===== src/rtl/alu2_pkg.sv =====
// alu2 shared package: opcode constants and sequencer state encoding.
// Imported by alu2, alu2_seq and their benches.
package alu2_pkg;

  localparam logic [3:0] OP_NOP   = 4'h0;
  localparam logic [3:0] OP_REGA  = 4'h1;
  localparam logic [3:0] OP_REGB  = 4'h2;
  localparam logic [3:0] OP_MULT  = 4'h3;
  localparam logic [3:0] OP_ACC   = 4'h4;
  localparam logic [3:0] OP_MSB   = 4'h5;
  localparam logic [3:0] OP_LSB   = 4'h6;
  localparam logic [3:0] OP_RESET = 4'h7;

  typedef enum logic [3:0] {
    S_IDLE,
    S_CLR,
    S_WAIT,
    S_LDA,
    S_LDB,
    S_MUL,
    S_ACC,
    S_MSB,
    S_LSB,
    S_DONE
  } seq_state_t;

endpackage


===== src/rtl/alu2_seq.sv =====
// alu2_seq: command sequencer feeding operand pairs into alu2 and reading
// back the 2*DATA_WIDTH accumulator as {MSB,LSB}.
// Ports: clk, a_reset_n (async, active-low), start/num_terms (run control),
// in_valid/in_ready/in_a/in_b (operand handshake), alu_opcode/alu_data/
// alu_rdata (alu2 bus), busy, result, result_valid (1-cycle pulse).
// Optional: ALU2_SEQ_ABORT_EN adds input abort (forces CLR, then IDLE).
module alu2_seq
  import alu2_pkg::*;
#(
  parameter int DATA_WIDTH = 8,
  parameter int CNT_WIDTH  = 4
) (
  input  logic                    clk,
  input  logic                    a_reset_n,
`ifdef ALU2_SEQ_ABORT_EN
  input  logic                    abort,
`endif
  input  logic                    start,
  input  logic [CNT_WIDTH-1:0]    num_terms,
  input  logic                    in_valid,
  input  logic [DATA_WIDTH-1:0]   in_a,
  input  logic [DATA_WIDTH-1:0]   in_b,
  output logic                    in_ready,
  output logic [3:0]              alu_opcode,
  output logic [DATA_WIDTH-1:0]   alu_data,
  input  logic [DATA_WIDTH-1:0]   alu_rdata,
  output logic                    busy,
  output logic [2*DATA_WIDTH-1:0] result,
  output logic                    result_valid
);

  seq_state_t state_q, state_d;

  logic [CNT_WIDTH-1:0]    cnt_q;
  logic [DATA_WIDTH-1:0]   a_q, b_q;
  logic [2*DATA_WIDTH-1:0] result_q;
  logic                    result_valid_q;
  logic                    abort_go;
  logic                    abort_q;

`ifdef ALU2_SEQ_ABORT_EN
  assign abort_go = abort
                 && (state_q != S_IDLE)
                 && (state_q != S_CLR);

  // Remembers that the coming CLR ends the run.
  always_ff @(posedge clk or negedge a_reset_n) begin
    if (!a_reset_n) begin
      abort_q <= 1'b0;
    end else if (abort_go) begin
      abort_q <= 1'b1;
    end else if (state_q == S_CLR) begin
      abort_q <= 1'b0;
    end
  end
`else
  assign abort_go = 1'b0;
  assign abort_q  = 1'b0;
`endif

  always_ff @(posedge clk or negedge a_reset_n) begin
    if (!a_reset_n) begin
      state_q <= S_IDLE;
    end else begin
      state_q <= state_d;
    end
  end

  always_comb begin
    state_d = state_q;
    unique case (state_q)
      S_IDLE: if (start) state_d = S_CLR;
      S_CLR: begin
        if (abort_q)          state_d = S_IDLE;
        else if (cnt_q == '0) state_d = S_MSB;
        else                  state_d = S_WAIT;
      end
      S_WAIT: if (in_valid) state_d = S_LDA;
      S_LDA:  state_d = S_LDB;
      S_LDB:  state_d = S_MUL;
      S_MUL:  state_d = S_ACC;
      S_ACC: begin
        if (cnt_q == CNT_WIDTH'(1)) state_d = S_MSB;
        else                        state_d = S_WAIT;
      end
      S_MSB:  state_d = S_LSB;
      S_LSB:  state_d = S_DONE;
      S_DONE: state_d = S_IDLE;
      default: state_d = S_IDLE;
    endcase
    if (abort_go) state_d = S_CLR;
  end

  always_comb begin
    alu_opcode = OP_NOP;
    alu_data   = '0;
    in_ready   = 1'b0;
    busy       = (state_q != S_IDLE);
    unique case (state_q)
      S_CLR:  alu_opcode = OP_RESET;
      S_WAIT: in_ready   = 1'b1;
      S_LDA: begin
        alu_opcode = OP_REGA;
        alu_data   = a_q;
      end
      S_LDB: begin
        alu_opcode = OP_REGB;
        alu_data   = b_q;
      end
      S_MUL:  alu_opcode = OP_MULT;
      S_ACC:  alu_opcode = OP_ACC;
      S_MSB:  alu_opcode = OP_MSB;
      S_LSB:  alu_opcode = OP_LSB;
      default: ;
    endcase
  end

  // alu2 data_out lags the opcode by one cycle: the MSB word is
  // on the bus during LSB, the LSB word during DONE.
  always_ff @(posedge clk or negedge a_reset_n) begin
    if (!a_reset_n) begin
      cnt_q          <= '0;
      a_q            <= '0;
      b_q            <= '0;
      result_q       <= '0;
      result_valid_q <= 1'b0;
    end else begin
      result_valid_q <= (state_q == S_DONE);
      if (state_q == S_IDLE && start) begin
        cnt_q <= num_terms;
      end
      if (state_q == S_ACC) begin
        cnt_q <= cnt_q - 1'b1;
      end
      if (state_q == S_WAIT && in_valid && !abort_go) begin
        a_q <= in_a;
        b_q <= in_b;
      end
      if (state_q == S_LSB) begin
        result_q[2*DATA_WIDTH-1:DATA_WIDTH] <= alu_rdata;
      end
      if (state_q == S_DONE) begin
        result_q[DATA_WIDTH-1:0] <= alu_rdata;
      end
    end
  end

  assign result       = result_q;
  assign result_valid = result_valid_q;

endmodule

===== config.mk =====
export PLATFORM = sky130hd
export DESIGN_NAME = alu2_seq
export DESIGN_NICKNAME = d
export VERILOG_FILES = /design/src/rtl/alu2_pkg.sv /design/src/rtl/alu2_seq.sv
export SDC_FILE = /design/constraint.sdc
export NUM_CORES = 1
export LEC_CHECK = 0
export BUFFER_PORTS_ARGS = -buffer_cell sky130_fd_sc_hd__buf_2
export CORE_MARGIN = 2
export CORE_UTILIZATION = 50
export CTS_CLUSTER_DIAMETER = 50
export DETAILED_ROUTE_END_ITERATION = 10
export PLACE_DENSITY = 0.89
export RECOVER_POWER = 50
export SLEW_MARGIN = 15
export SYNTH_ARGS = -nofsm -noshare
export SYNTH_HDL_FRONTEND = slang
export SYNTH_SLANG_ARGS = --single-unit

===== constraint.sdc =====
create_clock -name clk -period 2.15 [get_ports clk]
set_input_delay 0.43 -clock clk [delete_from_list [all_inputs] [get_ports clk]]
set_output_delay 0.43 -clock clk [all_outputs]
set_load 0.005 [all_outputs]

Word level (Yosys, flattened, before mapping)
Index checks and enable logic that the tools add are counted.
- bits of input ports: 32
- register bits: 41
- word-level logic and storage cells: 37
- output and inout port bits: 31
- mux-type cells: 10
- equal/unequal tests: 12
- $add $sub $neg: 1
- reduce and logical (&&, ||, !) cells: 7
- operators by type and width (cell ; number):
    case mux 4 bit (9 select lines) ; 1
    case mux 3 bit (7 select lines) ; 1
    == test 4 x 3 -> 1 bit, second input constant ; 4
    two-way mux 4 bit ; 4
    case mux 8 bit (2 select lines) ; 1
    == test 4 x 1 -> 1 bit, second input constant ; 2
    == test 4 x 2 -> 1 bit, second input constant ; 2
    == test 4 bit, second input constant ; 2
    logical NOT 4 bit ; 2
    two-way mux 3 bit ; 2
    != test 2 bit, second input constant ; 2
    nonzero test 4 bit ; 1
    subtractor 4 x 1 -> 4 bit, second input constant ; 1
    logical AND 1 bit ; 2
    AND reduction 2 bit ; 1
    nonzero test 2 bit ; 1
    two-way mux 1 bit ; 1

Logic depth before layout (Yosys ltp)
- depth in word-level cells: 4
- depth in mapped cells: 5
- mapped depth without buffers: 5

Worst setup path after synthesis
OpenSTA, ideal clock, no wires.
- kind: register to output
- from: register state_q[1]
- to: output alu_data[0]
- stages on the path, launching flop included: 6
- data required time: 1.720 ns
- data arrival time: 1.265 ns
- setup slack: 0.455 ns
- path buffers: 2
- cells stage by stage: dfrtp_1 -> buf_6 -> buf_2 -> nor3b_2 -> a22oi_1 -> nor2_1
- cells in the longest elaborated chain, start to end: 2
- elaborated cells on any way between the ends: 3
- those cells by class: eq/ne: 2; mux: 1
- RTL lines (item ; line ; source):
    start, declared ; alu2_seq.sv:32 ; seq_state_t state_q, state_d;
    start signal, assigned ; alu2_seq.sv:65 ; state_q <= state_d;
    == test 4 x 3 -> 1 bit / == test 4 x 2 -> 1 bit (equally long branches) ; alu2_seq.sv:99 ; unique case (state_q)
    case mux 8 bit (2 select lines) (*) ; alu2_seq.sv:99 ;
    end, declared ; alu2_seq.sv:25 ; output logic [DATA_WIDTH-1:0] alu_data,
Every way passes the cells marked *; elsewhere a longest branch is shown, timed or not.

Worst setup path after layout
- from: register state_q[2]
- to: output alu_data[6]
The elaborated chain is that of the path after synthesis.

==> flow_metrics.py <==
metrics = {
    "layout": {
        "antennaDiodeCount": 0,
        "regArea_um2": 1028,
        "drive_above_1_share_pct": 47.58,
        "multi_input_area_um2": 895.9,
        "final_nets": 262,
        "layout_commonest_cell": "buf_2",
        "syn_to_final_growth_pct": 20.94,
        "post-route-util_pct": 61.95,
        "fill_cells": 326,
        "final_cell_mix": "buf_2 (52), dfrtp_1 (39), mux2_2 (32), nor2_1 (14), clkbuf_1 (10)",
    },
    "power": {
        "p_leak_nw": 1.184,
        "p_int_mw": 2.149,
        "swShare_pct": 35.89,
        "pwr-share-comb_pct": 42.5,
        "p_per_area_nw_per_um2": 1373,
        "p_switching_mw": 1.203,
        "peakVddDrop_mv": 0.6609,
        "p_total_mw": 3.353,
        "power_frac_clock_pct": 14.3,
        "seqPwrFrac_pct": 43.2,
    },
    "outcome": {
        "status": "completed",
    },
    "min_path": {
        "holdCritStartpoint": "in_b[7]",
        "hold_path.class": "primary input to flop",
        "whs_path_depth": 2,
        "whs_endpoint": "b_q[7]$_DFFE_PN0P_",
    },
    "grt": {
        "antenna_found_initial": 0,
        "grt_start_max_net_pins": 42,
        "first_global_vias": 1398,
        "grt_pass1_wl_um": 6265,
        "grt.overflow.total": 0,
        "grt_use_total_pct": 18.73,
    },
    "placement": {
        "port_buffers": 61,
        "routabilityCongestion": 0.7691,
        "dp_hpwl_um": 2902,
    },
    "clocking": {
        "clk_pin_slew_ns": 0.08,
        "cts_sinks": 41,
        "numCtsBuffers": 5,
        "post_cts_buffers": 0,
        "cts.repair.resized": 0,
        "holdBufCountCts": 0,
        "insertion_delay_ns": 0.29,
        "cts_tree": "done",
        "root_buffer": "clkbuf_8",
        "cts_buffer_depth": 2,
        "h-tree-depth": 2,
    },
    "synth": {
        "synth_top_area_cell": "dfrtp_1",
        "synth_seq_cells": 41,
        "yosysSeqAreaShare_pct": 50.81,
        "synthFlopType": "dfrtp_1",
        "synth_edf_count": 0,
        "synth_area_leaders": "dfrtp_1 (51%), mux2_2 (18%), a22oi_1 (3.0%), nor2_1 (2.6%), ha_1 (1.9%)",
        "syn_area_per_cell_um2": 12.39,
        "yosysWarnings": 0,
        "syn-num-nets": 198,
        "postSynth.asyncResetShare_pct": 100.0,
        "ys_types": 44,
        "synth_top_area_share_pct": 50.81,
        "synth_area_um2": 2019,
        "syn_inst": 163,
    },
    "timing": {
        "slew_viol_final": 0,
        "slew_headroom_pct": 34.20,
        "min_period_ns": 2.049,
        "worst_pin_slew_ns": 0.9871,
        "rsz0062_at_grt": "false",
        "fmax_mhz": 488.0,
        "setup_violations": 0,
        "hold_violations": 0,
        "setup_tns_ns": 0,
        "finalCritPeriodShare_pct": 95.32,
        "final.setup_skew_ns": 0.007585,
    },
    "route": {
        "wl_per_cell_um": 14.36,
        "vias": 1486,
        "vias_per_cell": 5.365,
        "first_pass_iters": 4,
        "first_iter_violations": 40,
        "drt-total-wl_um": 3979,
        "drc_errors": 0,
        "ant_nets": 0,
    },
    "critical_path": {
        "critPathLaunchType": "flop",
        "worstPathArrival_ns": 1.62,
        "critical_path_class": "flop to primary output",
        "cp_data_required_time_ns": 1.72,
        "worst-path-max-fanout": 14,
        "r2r-end": "state_q[0]$_DFFE_PN0P_",
        "reg2reg_depth": 4,
        "end_kind": "primary output",
        "worstReg2RegStart": "state_q[1]$_DFFE_PN0P_",
        "r2r_slack_ns": 0.43,
    },
    "floorplan": {
        "fp.dieH_um": 67.55,
        "die_w_um": 67.55,
        "start_util_pct": 51.22,
        "dieArea_um2": 4563,
        "core_um2": 3943,
        "ios": 63,
        "std_cell_rows": 23,
    },
    "run": {
        "maxCapViolations": 0,
    },
}
## power groups by stage
stage | Clock (mW) | Combinational, mW | Sequential (mW)
floorplan | 0 | 1.08 | 1.33
global placement | 0 | 1.40 | 1.43
detailed placement | 0 | 1.46 | 1.45
CTS | 0.494 | 1.46 | 1.44
global route | 0.519 | 1.59 | 1.50
finish | 0.480 | 1.42 | 1.45
## cells by family (layout without fill, tap and decap cells)
group                      count (synthesis)  count (layout)  share of synthesized area [%]
AOI/OAI and AO/OA                         28              28                          10.72
xor gates and xnor gates                   2               2                         0.8676
adders and majority gates                  3               3                          1.859
buffers and inverters                     18              82                          5.080
DFF                                       41              41                          50.81
muxes                                     35              35                          19.33
other                                      1               1                         0.1857
and+or+nand+nor                           35              35                          11.15
## sequential cells by signal, indices dropped and copies added, names as in the netlist
register / cells
b_q: 8
result: 16
result_valid: 1
a_q: 8
cnt_q: 4
state_q: 4
## cell type report
cell class                 count  area share, %
inverter                       6         0.9221
clock buffer                   6          2.971
clock inverter                 1         0.3586
multi-input combinational    104          36.68
sequential                    41          42.11
timing repair buffer          69          14.40
tap                           50          2.561
## metal layers
metal | GRT usage [%] | up-vias | routed length, um
li1 | - | 715 | -
met1 | 22.04 | 713 | 1647
met2 | 31.37 | 54 | 2033
met3 | 7.167 | 4 | 259
met4 | 6.122 | 0 | 38
met5 | 0 | - | 0
## through the flow
step	area, um2	std cells	setup slack, ns	hold slack (ns)
final	2442	277	0.1007	0.3634
after floorplan	2019	163	0.4546	0.1344
after global placement	2367	270	0.3828	0.4840
after CTS	2449	277	0.008385	0.2008
after detailed placement	2367	270	0.3686	0.4881
after global routing	2442	277	0.02905	0.3588
## critical path: stages (launching register included)
cell and delay (ns):
dfrtp_2 0.52, and3b_1 0.42, a22oi_1 0.11, nor2_1 0.14, buf_2 0.14
## worst max-delay path by stage
| stage | cells after the start | startpoint | slack, ns | endpoint |
|---|---|---|---|---|
| after global routing | 4 | state_q[3]$_DFFE_PN0P_ | 0.03 | alu_opcode[1] |
| after CTS | 5 | state_q[2]$_DFFE_PN0P_ | 0.008 | alu_data[6] |
| after global placement | 5 | state_q[2]$_DFFE_PN0P_ | 0.38 | alu_data[0] |
| after floorplan | 5 | state_q[1]$_DFFE_PN0P_ | 0.45 | alu_data[0] |
| final | 4 | state_q[2]$_DFFE_PN0P_ | 0.10 | alu_data[6] |
| after detailed placement | 5 | state_q[2]$_DFFE_PN0P_ | 0.37 | alu_data[6] |
## cells in the mapped netlist (2+ instances only)
cell	instances
a22oi_1	8
and2_1	2
and3_1	2
buf_2	4
buf_4	2
buf_6	3
clkbuf_1	2
dfrtp_1	41
ha_1	3
inv_1	6
mux2_2	32
mux2i_1	3
nand2_1	2
nor2_1	14
nor2b_1	2
nor3_1	2
nor3b_1	2
o21a_1	2
o21ai_0	5
xnor2_1	2
Note: power is estimated with default switching activity, not from simulation.
